### config.mk
export PLATFORM = sky130hd
export DESIGN_NAME = i2c_target_responder
export DESIGN_NICKNAME = d
export VERILOG_FILES = /design/src/rtl/i2c_target_responder.sv
export SDC_FILE = /design/constraint.sdc
export NUM_CORES = 1
export LEC_CHECK = 0
export BUFFER_PORTS_ARGS = -buffer_cell sky130_fd_sc_hd__buf_2
export CORE_MARGIN = 1
export CORE_UTILIZATION = 45
export CTS_CLUSTER_SIZE = 12
export DETAILED_ROUTE_END_ITERATION = 12
export GPL_ROUTABILITY_DRIVEN = 0
export PLACE_DENSITY = 0.68
export SETUP_SLACK_MARGIN = 0.15
export SYNTH_ARGS = -nofsm -noshare
export SYNTH_HDL_FRONTEND = slang
export SYNTH_SLANG_ARGS = --single-unit
### constraint.sdc
create_clock -name axi_clk -period 4.2 [get_ports axi_clk]
set_clock_uncertainty 0.2 [all_clocks]
set_input_delay 0.21 -clock axi_clk [delete_from_list [all_inputs] [get_ports axi_clk]]
set_output_delay 0.21 -clock axi_clk [all_outputs]
set_load 0.005 [all_outputs]
### src/rtl/i2c_target_responder.sv
// I2C target: filtered SCL/SDA, START/STOP detect, 7-bit address match, rx strobe / tx request byte interfaces.
// Latency: pad edge to internal edge pulse is 2 + FILTER_LEN cycles; strobes and SDA drive are registered (+1 cycle).
// Backpressure: rx_full at the 8th data bit NACKs the byte (no strobe); an empty tx source at load time sends 8'hFF.
module i2c_target_responder #(
    parameter logic [6:0] OWN_ADDR   = 7'h50,
    parameter int         FILTER_LEN = 3
) (
    input  logic       axi_clk,
    input  logic       axi_reset,
    input  logic       scl_in,
    input  logic       sda_in,
    output logic       sda_drive_low,
    output logic [7:0] rx_data,
    output logic       rx_valid,
    output logic       rx_first,
    input  logic       rx_full,
    output logic       tx_req,
    input  logic [7:0] tx_data,
    input  logic       tx_valid,
    output logic       tx_underrun,
    output logic       busy,
    output logic       rw,
    output logic       stop_seen
);

    typedef enum logic [2:0] {
        IDLE, ADDR, ADDR_ACK, RX_BYTE, RX_ACK, TX_BYTE, TX_ACK, WAIT_STOP
    } state_t;

    // Input conditioning: synchroniser stages, sample history and accepted levels.
    // Reset values model an idle bus (both lines high).
    logic [1:0]            scl_sync, sda_sync;
    logic [FILTER_LEN-1:0] scl_hist, sda_hist;
    logic                  scl_lvl, sda_lvl;

    // Synchronise both lines and accept a level only after FILTER_LEN equal samples.
    always_ff @(posedge axi_clk) begin
        if (axi_reset) begin
            scl_sync <= 2'b11;
            sda_sync <= 2'b11;
            scl_hist <= '1;
            sda_hist <= '1;
            scl_lvl  <= 1'b1;
            sda_lvl  <= 1'b1;
        end else begin
            scl_sync <= {scl_sync[0], scl_in};
            sda_sync <= {sda_sync[0], sda_in};
            scl_hist <= {scl_hist[FILTER_LEN-2:0], scl_sync[1]};
            sda_hist <= {sda_hist[FILTER_LEN-2:0], sda_sync[1]};
            if ((&scl_hist) || !(|scl_hist)) scl_lvl <= scl_hist[0];
            if ((&sda_hist) || !(|sda_hist)) sda_lvl <= sda_hist[0];
        end
    end

    // Edge pulses fire in the cycle the filtered level is about to change.
    logic scl_rise, scl_fall, sda_rise, sda_fall, bus_start, bus_stop;
    assign scl_rise  = (&scl_hist) & ~scl_lvl;
    assign scl_fall  = ~(|scl_hist) & scl_lvl;
    assign sda_rise  = (&sda_hist) & ~sda_lvl;
    assign sda_fall  = ~(|sda_hist) & sda_lvl;
    assign bus_start = sda_fall & scl_lvl;
    assign bus_stop  = sda_rise & scl_lvl;

    // Protocol state. ack_drv: in an ACK slot, the first scl_fall has been seen
    // (TX_ACK reuses it as "initiator ACKed, load on next scl_fall").
    state_t     state, state_n;
    logic [2:0] bit_cnt, bit_cnt_n;
    logic [7:0] shreg, shreg_n;
    logic       ack_drv, ack_drv_n;
    logic       ack_ok, ack_ok_n;
    logic       first_pend, first_pend_n;
    logic       drive_n, busy_n, rw_n, rx_valid_n, rx_first_n;
    logic       tx_req_n, tx_under_n, stop_n;
    logic [7:0] rx_data_n;
    logic [7:0] rx_byte, load_byte;

    assign rx_byte   = {shreg[6:0], sda_lvl};
    assign load_byte = tx_valid ? tx_data : 8'hFF;

    // State and registered outputs; reset releases SDA and drops every strobe.
    always_ff @(posedge axi_clk) begin
        if (axi_reset) begin
            state         <= IDLE;
            bit_cnt       <= 3'd0;
            shreg         <= 8'd0;
            ack_drv       <= 1'b0;
            ack_ok        <= 1'b0;
            first_pend    <= 1'b0;
            sda_drive_low <= 1'b0;
            busy          <= 1'b0;
            rw            <= 1'b0;
            rx_data       <= 8'd0;
            rx_valid      <= 1'b0;
            rx_first      <= 1'b0;
            tx_req        <= 1'b0;
            tx_underrun   <= 1'b0;
            stop_seen     <= 1'b0;
        end else begin
            state         <= state_n;
            bit_cnt       <= bit_cnt_n;
            shreg         <= shreg_n;
            ack_drv       <= ack_drv_n;
            ack_ok        <= ack_ok_n;
            first_pend    <= first_pend_n;
            sda_drive_low <= drive_n;
            busy          <= busy_n;
            rw            <= rw_n;
            rx_data       <= rx_data_n;
            rx_valid      <= rx_valid_n;
            rx_first      <= rx_first_n;
            tx_req        <= tx_req_n;
            tx_underrun   <= tx_under_n;
            stop_seen     <= stop_n;
        end
    end

    // Next-state logic: bus conditions first, then per-state SCL edge handling.
    always_comb begin
        state_n      = state;
        bit_cnt_n    = bit_cnt;
        shreg_n      = shreg;
        ack_drv_n    = ack_drv;
        ack_ok_n     = ack_ok;
        first_pend_n = first_pend;
        drive_n      = sda_drive_low;
        busy_n       = busy;
        rw_n         = rw;
        rx_data_n    = rx_data;
        rx_valid_n   = 1'b0;
        rx_first_n   = 1'b0;
        tx_req_n     = 1'b0;
        tx_under_n   = 1'b0;
        stop_n       = 1'b0;

        if (bus_stop) begin
            stop_n    = 1'b1;
            state_n   = IDLE;
            busy_n    = 1'b0;
            drive_n   = 1'b0;
            ack_drv_n = 1'b0;
        end else if (bus_start) begin
            state_n   = ADDR;
            bit_cnt_n = 3'd0;
            busy_n    = 1'b0;
            drive_n   = 1'b0;
            ack_drv_n = 1'b0;
        end else begin
            case (state)
                IDLE: begin
                    drive_n = 1'b0;
                end
                ADDR: begin
                    if (scl_rise) begin
                        shreg_n   = rx_byte;
                        bit_cnt_n = bit_cnt + 3'd1;
                        if (bit_cnt == 3'd7) begin
                            if (rx_byte[7:1] == OWN_ADDR) begin
                                rw_n      = rx_byte[0];
                                busy_n    = 1'b1;
                                tx_req_n  = rx_byte[0];
                                ack_drv_n = 1'b0;
                                state_n   = ADDR_ACK;
                            end else begin
                                state_n = WAIT_STOP;
                            end
                        end
                    end
                end
                ADDR_ACK: begin
                    if (scl_fall) begin
                        if (!ack_drv) begin
                            drive_n   = 1'b1;
                            ack_drv_n = 1'b1;
                        end else begin
                            ack_drv_n = 1'b0;
                            bit_cnt_n = 3'd0;
                            if (rw) begin
                                // First read byte goes out on the same edge that ends the ACK.
                                shreg_n    = load_byte;
                                drive_n    = ~load_byte[7];
                                tx_under_n = ~tx_valid;
                                state_n    = TX_BYTE;
                            end else begin
                                drive_n      = 1'b0;
                                first_pend_n = 1'b1;
                                state_n      = RX_BYTE;
                            end
                        end
                    end
                end
                RX_BYTE: begin
                    if (scl_rise) begin
                        shreg_n   = rx_byte;
                        bit_cnt_n = bit_cnt + 3'd1;
                        if (bit_cnt == 3'd7) begin
                            if (!rx_full) begin
                                rx_data_n    = rx_byte;
                                rx_valid_n   = 1'b1;
                                rx_first_n   = first_pend;
                                first_pend_n = 1'b0;
                                ack_ok_n     = 1'b1;
                            end else begin
                                ack_ok_n = 1'b0;
                            end
                            ack_drv_n = 1'b0;
                            state_n   = RX_ACK;
                        end
                    end
                end
                RX_ACK: begin
                    if (scl_fall) begin
                        if (!ack_drv) begin
                            drive_n   = ack_ok;
                            ack_drv_n = 1'b1;
                        end else begin
                            drive_n   = 1'b0;
                            ack_drv_n = 1'b0;
                            bit_cnt_n = 3'd0;
                            state_n   = ack_ok ? RX_BYTE : WAIT_STOP;
                        end
                    end
                end
                TX_BYTE: begin
                    if (scl_fall) begin
                        bit_cnt_n = bit_cnt + 3'd1;
                        if (bit_cnt == 3'd7) begin
                            drive_n   = 1'b0;
                            ack_drv_n = 1'b0;
                            state_n   = TX_ACK;
                        end else begin
                            shreg_n = {shreg[6:0], 1'b0};
                            drive_n = ~shreg[6];
                        end
                    end
                end
                TX_ACK: begin
                    if (!ack_drv && scl_rise) begin
                        if (!sda_lvl) begin
                            tx_req_n  = 1'b1;
                            ack_drv_n = 1'b1;
                        end else begin
                            state_n = WAIT_STOP;
                        end
                    end else if (ack_drv && scl_fall) begin
                        shreg_n    = load_byte;
                        drive_n    = ~load_byte[7];
                        tx_under_n = ~tx_valid;
                        ack_drv_n  = 1'b0;
                        bit_cnt_n  = 3'd0;
                        state_n    = TX_BYTE;
                    end
                end
                WAIT_STOP: begin
                    drive_n = 1'b0;
                end
                default: begin
                    state_n = IDLE;
                    drive_n = 1'b0;
                end
            endcase
        end
    end

endmodule

==> Yosys cells after proc, flatten, opt, wreduce, memory -nomap -nowiden <==
Index checks and enable logic that the tools add are counted.
{ "op_classes": {"addsub": 1, "eq_ne": 48, "muxes": 79, "reduce_logical": 37, "n_bitwise": 19} }
{ "op_table": {"columns": ["cell", "count"], "rows": [
  ["$mux W3", 23],
  ["$mux W7", 8],
  ["$ne A3 B3 Y1 const B", 15],
  ["$mux W1", 39],
  ["$ne A2 B2 Y1 const B", 17],
  ["$pmux W7 S4", 1],
  ["$reduce_and A13 Y1", 2],
  ["$pmux W3 S6", 1],
  ["$reduce_and A6 Y1", 3],
  ["$reduce_and A9 Y1", 2],
  ["$eq A3 B3 Y1 const B", 5],
  ["$reduce_bool A5 Y1", 3],
  ["$not A1 Y1", 13],
  ["$pmux W3 S4", 1],
  ["$reduce_and A11 Y1", 1],
  ["$pmux W1 S5", 2],
  ["$ne A3 B1 Y1 const B", 3],
  ["$reduce_or A3 Y1", 3],
  ["$mux W8", 1],
  ["$ne A4 B4 Y1 const B", 2],
  ["$reduce_and A8 Y1", 1],
  ["$reduce_or A2 Y1", 4],
  ["$eq A7 B7 Y1 const B", 1],
  ["$reduce_bool A7 Y1", 1],
  ["18 further kinds", 32]
]} }
{ "word_totals": {"output_inout_bits": 16, "register_bits": 44} }

==> Depth between registers and ports, before layout <==
Gate-level depths: netlist of run 1.
{ "depth": {"ltp_word": 8, "mapped_depth": 8} }

==> Worst setup path after synthesis of run 1 <==
Ideal clock, no wire load.
{ "synth_path": {"path_kind": "register to register", "from": "register bit_cnt[0]", "to": "register rx_data[0]", "arrival_ns": 1.636, "setup_time_ns": 0.128, "path_buffers": 1, "period_less_slack_ns": 1.964, "stages_incl_launch_ff": 9, "slack_ns": 2.236, "required_ns": 3.872, "cell_sequence": "dfxtp_1 ha_1 ha_1 nand2_1 or3_1 clkbuf_1 nor2_4 mux2i_1 nor2_1"} }
{ "synth_between": {"elab_chain_len": 2} }
{ "synth_rtl": {"columns": ["element", "line_no", "text"], "rows": [
  ["start: declaration", "67", "logic [2:0] bit_cnt, bit_cnt_n;"],
  ["start signal: assignment", "100", "bit_cnt <= bit_cnt_n;"],
  ["$eq A3 B3 Y1", "195", "if (bit_cnt == 3'd7) begin"],
  ["$reduce_and A6 Y1 (no source line)", null, null],
  ["end signal: assignment", "108", "rx_data <= rx_data_n;"],
  ["end: declaration", "13", "output logic [7:0] rx_data,"]
]} }
Every way passes these cells.
A chain may end at the register's enable or synchronous reset.

==> Worst setup path after layout of run 1 <==
{ "layout_path": {"from": "register state[2]", "to": "register state[2]"} }
{ "layout_between": {"elab_chain_len": 3, "word_cells_on_any_way": 21, "cone_classes": "18 x eq/ne; 1 x mux; 2 x reduce/logical"} }
{ "layout_rtl": {"columns": ["element", "line_no", "text"], "rows": [
  ["start: declaration", "66", "state_t state, state_n;"],
  ["start signal: assignment", "99", "state <= state_n;"],
  ["$eq A3 B3 Y1, or another cell as far along", "148", "case (state)"],
  ["$reduce_bool A6 Y1 (no source line), or another cell as far along", null, null],
  ["$reduce_and A13 Y1 (no source line)", null, null]
]} }
Parallel ways exist; a longest one is shown, timed or not.

==> metrics.txt, run 1 <==
CP Class=reg2reg; Final WS setup=1700 ps; Gate Count Post-Synth=260; worst path required time=4210 ps; Sw Pwr=193 uW; Reg-to-Reg Start=state[2]$_SDFFE_PP0P_; period utilization=0.595; post-DP HPWL=3.38 mm; beginning of the critical path=state[2]$_SDFFE_PP0P_; Top delay family on crit path=flip-flops; VDD IR-drop max=171 uV; antenna violations before repair=0; largest net degree at the start of global routing=40; vias in the first global route=1,842; Setup violations, final=0; dpl ws=1740 ps; PwrDens=307 nW/um^2; Chip Width=73.2 um; starting density of the core=0.477; predominant post-synthesis flop cell=dfxtp_1; most used cell, CP=nand2_1; Max FO, Critical Path=25; setup_tns=0 ps; synth warn=0; CP Launch Type=register; first-pass GRT wire length=8.91 mm; Yosys cell types=57; number of enable flip-flop cells after synthesis=0; Int Pwr=591 uW; root cell of the clock tree=clkbuf_8; PortBufs=29; worst hold path cell count=2; vias per cell=5.71; Avg Cell Area, Syn=8.78 sq um; number of max-cap violations=0; Post CTS Setup Buffer Count=0; critical path capture point type=register; total power=785 uW; net count reported at finish=297; crit path buf inv count=0; H-tree depth=2; Fmax=400 MHz; Clock power frac=0.348; most frequent cells in the layout=dfxtp_1 (44), buf_2 (29), nor2_1 (26); crit path cell chain=nand2_1 -> nand2_1 -> o32a_1 -> a31oi_1 -> a211oi_1; final hold vios=0; # rows=25; Slew @ Worst Pin=887 ps; worst reg2reg path depth=5; routed vias=1,992; Placed Area=2430 sq um; status=complete, no violations; sequential share of power=0.561; Worst Path Arrival=2510 ps; grt ovf=0; final antenna diode count=0; sequential share of the synthesized area=0.386; Skew-Pair Late Insertion Delay=300 ps; wire per inst=14.4 um; #FFs+latches synth=44; Slew HR=0.408; CTS clk-pin slew, worst paths=80 ps; worst-case clock buffer depth=2; Crit path depth=5; die height=73.2 um; DRT Pass-1 Iters=4; DRC Markers=0; Core Area=4790 sq um; GR Util All Layers=0.213; combinational share of power=0.091; Netlist Area Pre-Place=2280 sq um; Switching Fraction=0.246; post-CTS sizing=0; CP max stage delay=880 ps; flop2flop setup slack=1700 ps; Area Overhead vs Synth=12.0%; Period minus WS final=2500 ps; I/O pin total=30; commonest non-fill, non-tap cell in the layout=dfxtp_1; slowest CP cell=dfxtp_1; Layout Utilization=0.534; number of filler cells placed in the layout=466; Routed Wire Length=5.02 mm; Routed Antenna Nets=0; layout cell share with drive strength beyond 1=0.216; 1st-iter DRT viols=188; TritonCTS clock tree=built; unrepaired setup endpoints after global routing=false; Slew Limit Fails=0; worst hold-check path type=in2reg; Design Area, Final=2550 sq um; Sink Count=44; Inserted Clock Buffers=5; Leak Pwr=0.000936 uW; end point of the critical path=state[2]$_SDFFE_PP0P_; RR Endpoint=state[2]$_SDFFE_PP0P_; die area=5360 sq um; net count after synthesis=276; ys async rst share=0
final cells by class:
class / instances / area (sq um) / share of cell area
inverter: 1 / 3.75 / 0.00147
timing repair buffer: 32 / 175 / 0.0686
clock inverter: 1 / 7.51 / 0.00294
clock buffer: 7 / 86.3 / 0.0338
tap: 67 / 83.8 / 0.0328
multi-input combinational: 197 / 1320 / 0.516
sequential: 44 / 881 / 0.345
registers in the layout, summed over array words and instances (netlist names):
| signal | flops |
|---|---|
| rx_data | 8 |
| shreg | 7 |
| bit_cnt | 3 |
| scl_hist | 3 |
| sda_hist | 3 |
| state | 3 |
| scl_sync | 2 |
| sda_sync | 2 |
| ack_drv | 1 |
| ack_ok | 1 |
| busy | 1 |
| first_pend | 1 |
| rw | 1 |
| rx_first | 1 |
| rx_valid | 1 |
| scl_lvl | 1 |
| sda_drive_low | 1 |
| sda_lvl | 1 |
| stop_seen | 1 |
| tx_req | 1 |
| tx_underrun | 1 |
power by group through the flow:
stage                     Clock (uW)  Combinational [uW]  Sequential (uW)
after CTS                        283                71.3              440
after floorplan                    0                65.8              436
after global placement             0                67.9              450
final                            273                71.5              440
after global routing             302                82.4              442
after detailed placement           0                68.7              449
metrics by stage:
stage	hold slack, ps	cells
floorplan	97.8	260
global placement	192	338
detailed placement	193	338
CTS	60.9	349
global route	83.9	349
finish	73.0	349
kinds of logic (layout without fill, tap and decap cells):
kind of cell	Yosys count	in the layout	share of synthesized area
mux	11	11	0.0488
xor+xnor	1	1	0.00384
compound gates	74	74	0.235
flops	44	44	0.386
simple gates	109	109	0.279
buf+inv	19	41	0.0367
fa+ha+maj	2	2	0.0110
synth_stat cells, types with 2 or more instances:
master     count  share of area
nor4_1         3         0.0082
ha_1           2          0.011
nor2_1        26          0.043
o211ai_1       2         0.0066
o2111ai_1      8          0.031
o21bai_1       3         0.0099
nor4b_1        3          0.012
a21oi_1       17          0.037
nor3b_1        3         0.0099
nand4b_1       2         0.0077
buf_1          3         0.0049
a2111o_1       2         0.0099
or2_2         13          0.036
nand3b_1       6          0.020
buf_2          4         0.0088
o21a_1         5          0.016
a31oi_1        4          0.011
clkbuf_1      10          0.016
a211oi_1       3         0.0099
a221o_2        2         0.0099
nand3_1        8          0.018
nor2b_1        3         0.0082
nand2_1       14          0.023
o21ai_0       16          0.035
nor3_1         3         0.0066
and2_1         2         0.0055
and2_2         3         0.0099
and3_1         2         0.0055
dfxtp_1       44           0.39
nand2b_1       6          0.016
mux2i_1       10          0.044
or3_1          3         0.0082
worst min path at each step:
| stage | start | end | slack, ps |
|---|---|---|---|
| 6_report | tx_valid | tx_underrun$_SDFF_PP0_ | 70 |
| 2_1_floorplan | rx_full | rx_valid$_SDFF_PP0_ | 100 |
| 5_1_grt | tx_valid | tx_underrun$_SDFF_PP0_ | 80 |
| 3_5_place_dp | scl_sync[1]$_SDFF_PP1_ | scl_hist[0]$_SDFF_PP1_ | 190 |
| 4_1_cts | tx_valid | tx_underrun$_SDFF_PP0_ | 60 |
| 3_3_place_gp | sda_sync[1]$_SDFF_PP1_ | sda_hist[0]$_SDFF_PP1_ | 190 |
per-layer routing:
| layer | track usage | routed length (um) | up-vias |
|---|---|---|---|
| met2 | 0.308 | 2160 | 52 |
| met3 | 0.0470 | 209 | 11 |
| li1 | - | - | 1003 |
| met1 | 0.307 | 2560 | 926 |
| met4 | 0.0850 | 102 | 0 |
| met5 | 0 | 0 | - |
worst reg2reg max path, stage by stage (launching register included):
cell	delay (ps)
dfxtp_1	880
nand2_1	240
nand2_1	410
o32a_1	360
a31oi_1	110
a211oi_1	220
repair_timing:
action,in CTS,in global routing
hold buffers,3,0
endpoints found under the hold margin,3,0
setup endpoints to repair,0,0
No activity file was read; power rests on OpenSTA's default activity.
==> inputs of run 2 (changes only) <==
--- a/config.mk
+++ b/config.mk
@@ -11,7 +11,7 @@
 export CTS_CLUSTER_SIZE = 12
 export DETAILED_ROUTE_END_ITERATION = 12
 export GPL_ROUTABILITY_DRIVEN = 0
-export PLACE_DENSITY = 0.68
+export PLACE_DENSITY = 0.7
 export SETUP_SLACK_MARGIN = 0.15
 export SYNTH_ARGS = -nofsm -noshare
 export SYNTH_HDL_FRONTEND = slang
==> constraint.sdc (replaced) <==
create_clock -name axi_clk -period 2.1 [get_ports axi_clk]
set_clock_uncertainty 0.2 [all_clocks]
set_input_delay 0.105 -clock axi_clk [delete_from_list [all_inputs] [get_ports axi_clk]]
set_output_delay 0.105 -clock axi_clk [all_outputs]
set_load 0.005 [all_outputs]
==> metrics.txt, run 2 (synthesized netlist as in run 1, its figures left out) <==
first-pass GRT wire length=9.78 mm (+9.8%); Max FO, Critical Path=4 (-84%); Area Overhead vs Synth=34.6%; post-DP HPWL=3.96 mm (+17%); CTS clk-pin slew, worst paths=90 ps (about the same); VDD IR-drop max=479 uV (+180%); RR Endpoint=shreg[3]$_SDFFE_PP0P_; Inserted Clock Buffers=5 (unchanged); DRC Markers=0 (unchanged); vias per cell=5.64 (-1.2%); critical path capture point type=register; antenna violations before repair=0 (unchanged); Core Area=4790 sq um (unchanged); period utilization=0.937 (+0.342); die height=73.2 um (unchanged); Worst Path Arrival=2020 ps (-490 ps); Skew-Pair Late Insertion Delay=310 ps (about the same); Routed Antenna Nets=0 (unchanged); commonest non-fill, non-tap cell in the layout=dfxtp_1; Hold Path Origin=tx_data[4]; Period minus WS final=1970 ps (-533 ps); net count reported at finish=336 (+13%); grt ovf=0 (unchanged); worst hold path cell count=4 (+2); CP max stage delay=350 ps (-530 ps); Slew HR=0.626 (+0.218); GR Util All Layers=0.238 (+0.0246); Slew Limit Fails=0 (unchanged); post-route insts no fill=388 (+11%); largest net degree at the start of global routing=28 (-30%); wire per inst=15.0 um (+3.9%); # rows=25 (unchanged); worst reg2reg path depth=8 (+3); worst path required time=2150 ps (-2060 ps); PortBufs=29 (unchanged); vias in the first global route=2,166 (+18%); number of filler cells placed in the layout=430 (-7.7%); Top Registers=rx_data (8), shreg (7); number of max-cap violations=0 (unchanged); Hold Path End=shreg[4]$_SDFFE_PP0P_; Fmax=508 MHz (+27%); worst hold-check path type=in2reg; Routed Wire Length=5.80 mm (+16%); die area=5360 sq um (unchanged); layout cell share with drive strength beyond 1=0.414 (+0.198); DRT Pass-1 Iters=4 (unchanged); Chip Width=73.2 um (unchanged); worst-case clock buffer depth=2 (unchanged); Sink Count=44 (unchanged); final antenna diode count=0 (unchanged); H-tree depth=2 (unchanged); routed vias=2,188 (+9.8%); setup_tns=0 ps (unchanged); CP Launch Type=register; final hold vios=0 (unchanged); Leak Pwr=0.00116 uW (+24%); TritonCTS clock tree=built; slowest CP cell=a221oi_4; Top reg by flops=rx_data; unrepaired setup endpoints after global routing=true; crit path cell chain=buf_6 -> nor4b_4 -> buf_4 -> o22ai_2 -> a221oi_4 -> buf_4 -> o2111ai_2 -> a21oi_1; root cell of the clock tree=clkbuf_8; most used cell, CP=buf_4; I/O pin total=30 (unchanged); Setup violations, final=0 (unchanged); most frequent cells in the layout=dfxtp_1 (34), buf_4 (30), buf_2 (29); CP Class=reg2reg; Multi-input gate area=1450 sq um (+10%); flop2flop setup slack=130 ps (-1570 ps); starting density of the core=0.477 (unchanged); 1st-iter DRT viols=170 (-9.6%); Slew @ Worst Pin=556 ps (-331 ps); Reg-to-Reg Start=scl_hist[2]$_SDFF_PP1_; Placed Instances=365 (+8.0%); PwrDens=577 nW/um^2 (+88%); status=complete, no violations; max FFs per register=8 (unchanged); Sequential Area=893 sq um (+1.4%)
-- run 2: repair_timing --
item	in CTS	in global routing
pin swaps	23	8
resized for setup	25	19
endpoints found under the hold margin	10	0
buffers inserted	6	4
endpoints found under the setup margin	24	29
hold buffers	5	0
-- run 2: worst max path at each step --
stage	from	end
6_report	scl_hist[2]$_SDFF_PP1_	shreg[3]$_SDFFE_PP0P_
5_1_grt	scl_hist[2]$_SDFF_PP1_	bit_cnt[2]$_SDFFE_PP0P_
4_1_cts	scl_hist[2]$_SDFF_PP1_	bit_cnt[2]$_SDFFE_PP0P_
3_5_place_dp	scl_hist[2]$_SDFF_PP1_	shreg[0]$_SDFFE_PP0P_
3_3_place_gp	scl_hist[2]$_SDFF_PP1_	state[2]$_SDFFE_PP0P_
2_1_floorplan	scl_hist[1]$_SDFF_PP1_	bit_cnt[0]$_SDFFE_PP0P_
-- run 2: critical path, delay by kind of cell, from the launching register on --
| kind | cells | cell delay, ps |
|---|---|---|
| flip-flops | 1 | 340 |
| buffers and inverters | 3 | 480 |
| AND/OR/NAND/NOR | 1 | 240 |
| AO/OA/AOI/OAI | 4 | 650 |
-- run 2: where the power goes --
group | switching (uW) | internal (uW) | total (uW) | leakage, uW
sequential | 17.3 | 848 | 865 | 0.000357
combinational | 113 | 115 | 229 | 0.000745
clock | 319 | 358 | 678 | 0.0000548
total | 450 | 1320 | 1770 | 0.00116
-- run 2: area by class of cell --
| class | instances | area share |
|---|---|---|
| timing repair buffer | 71 | 0.171 |
| sequential | 44 | 0.291 |
| clock inverter | 3 | 0.0151 |
| multi-input combinational | 197 | 0.472 |
| tap | 67 | 0.0273 |
| clock buffer | 5 | 0.0224 |
| inverter | 1 | 0.00122 |
-- run 2: stage by stage --
step                       util  setup WS (ps)  hold WS (ps)  instance area, sq um  power (uW)
after floorplan               -            149         -7.22                  2310        1000
after global placement    0.564           38.6          89.2                  2700        1080
after detailed placement  0.564           48.1          91.7                  2700        1080
after CTS                 0.624           96.2          16.3                  2980        1770
after global routing      0.642           16.3          32.1                  3070        1850
final                     0.642            132          17.3                  3070        1770
-- run 2: metal layers --
| metal | vias up | GRT usage | share of wire |
|---|---|---|---|
| li1 | 1085 | - | - |
| met1 | 1021 | 0.297 | 0.45 |
| met2 | 73 | 0.380 | 0.46 |
| met3 | 9 | 0.0773 | 0.066 |
| met4 | 0 | 0.0937 | 0.017 |
| met5 | - | 0 | 0 |
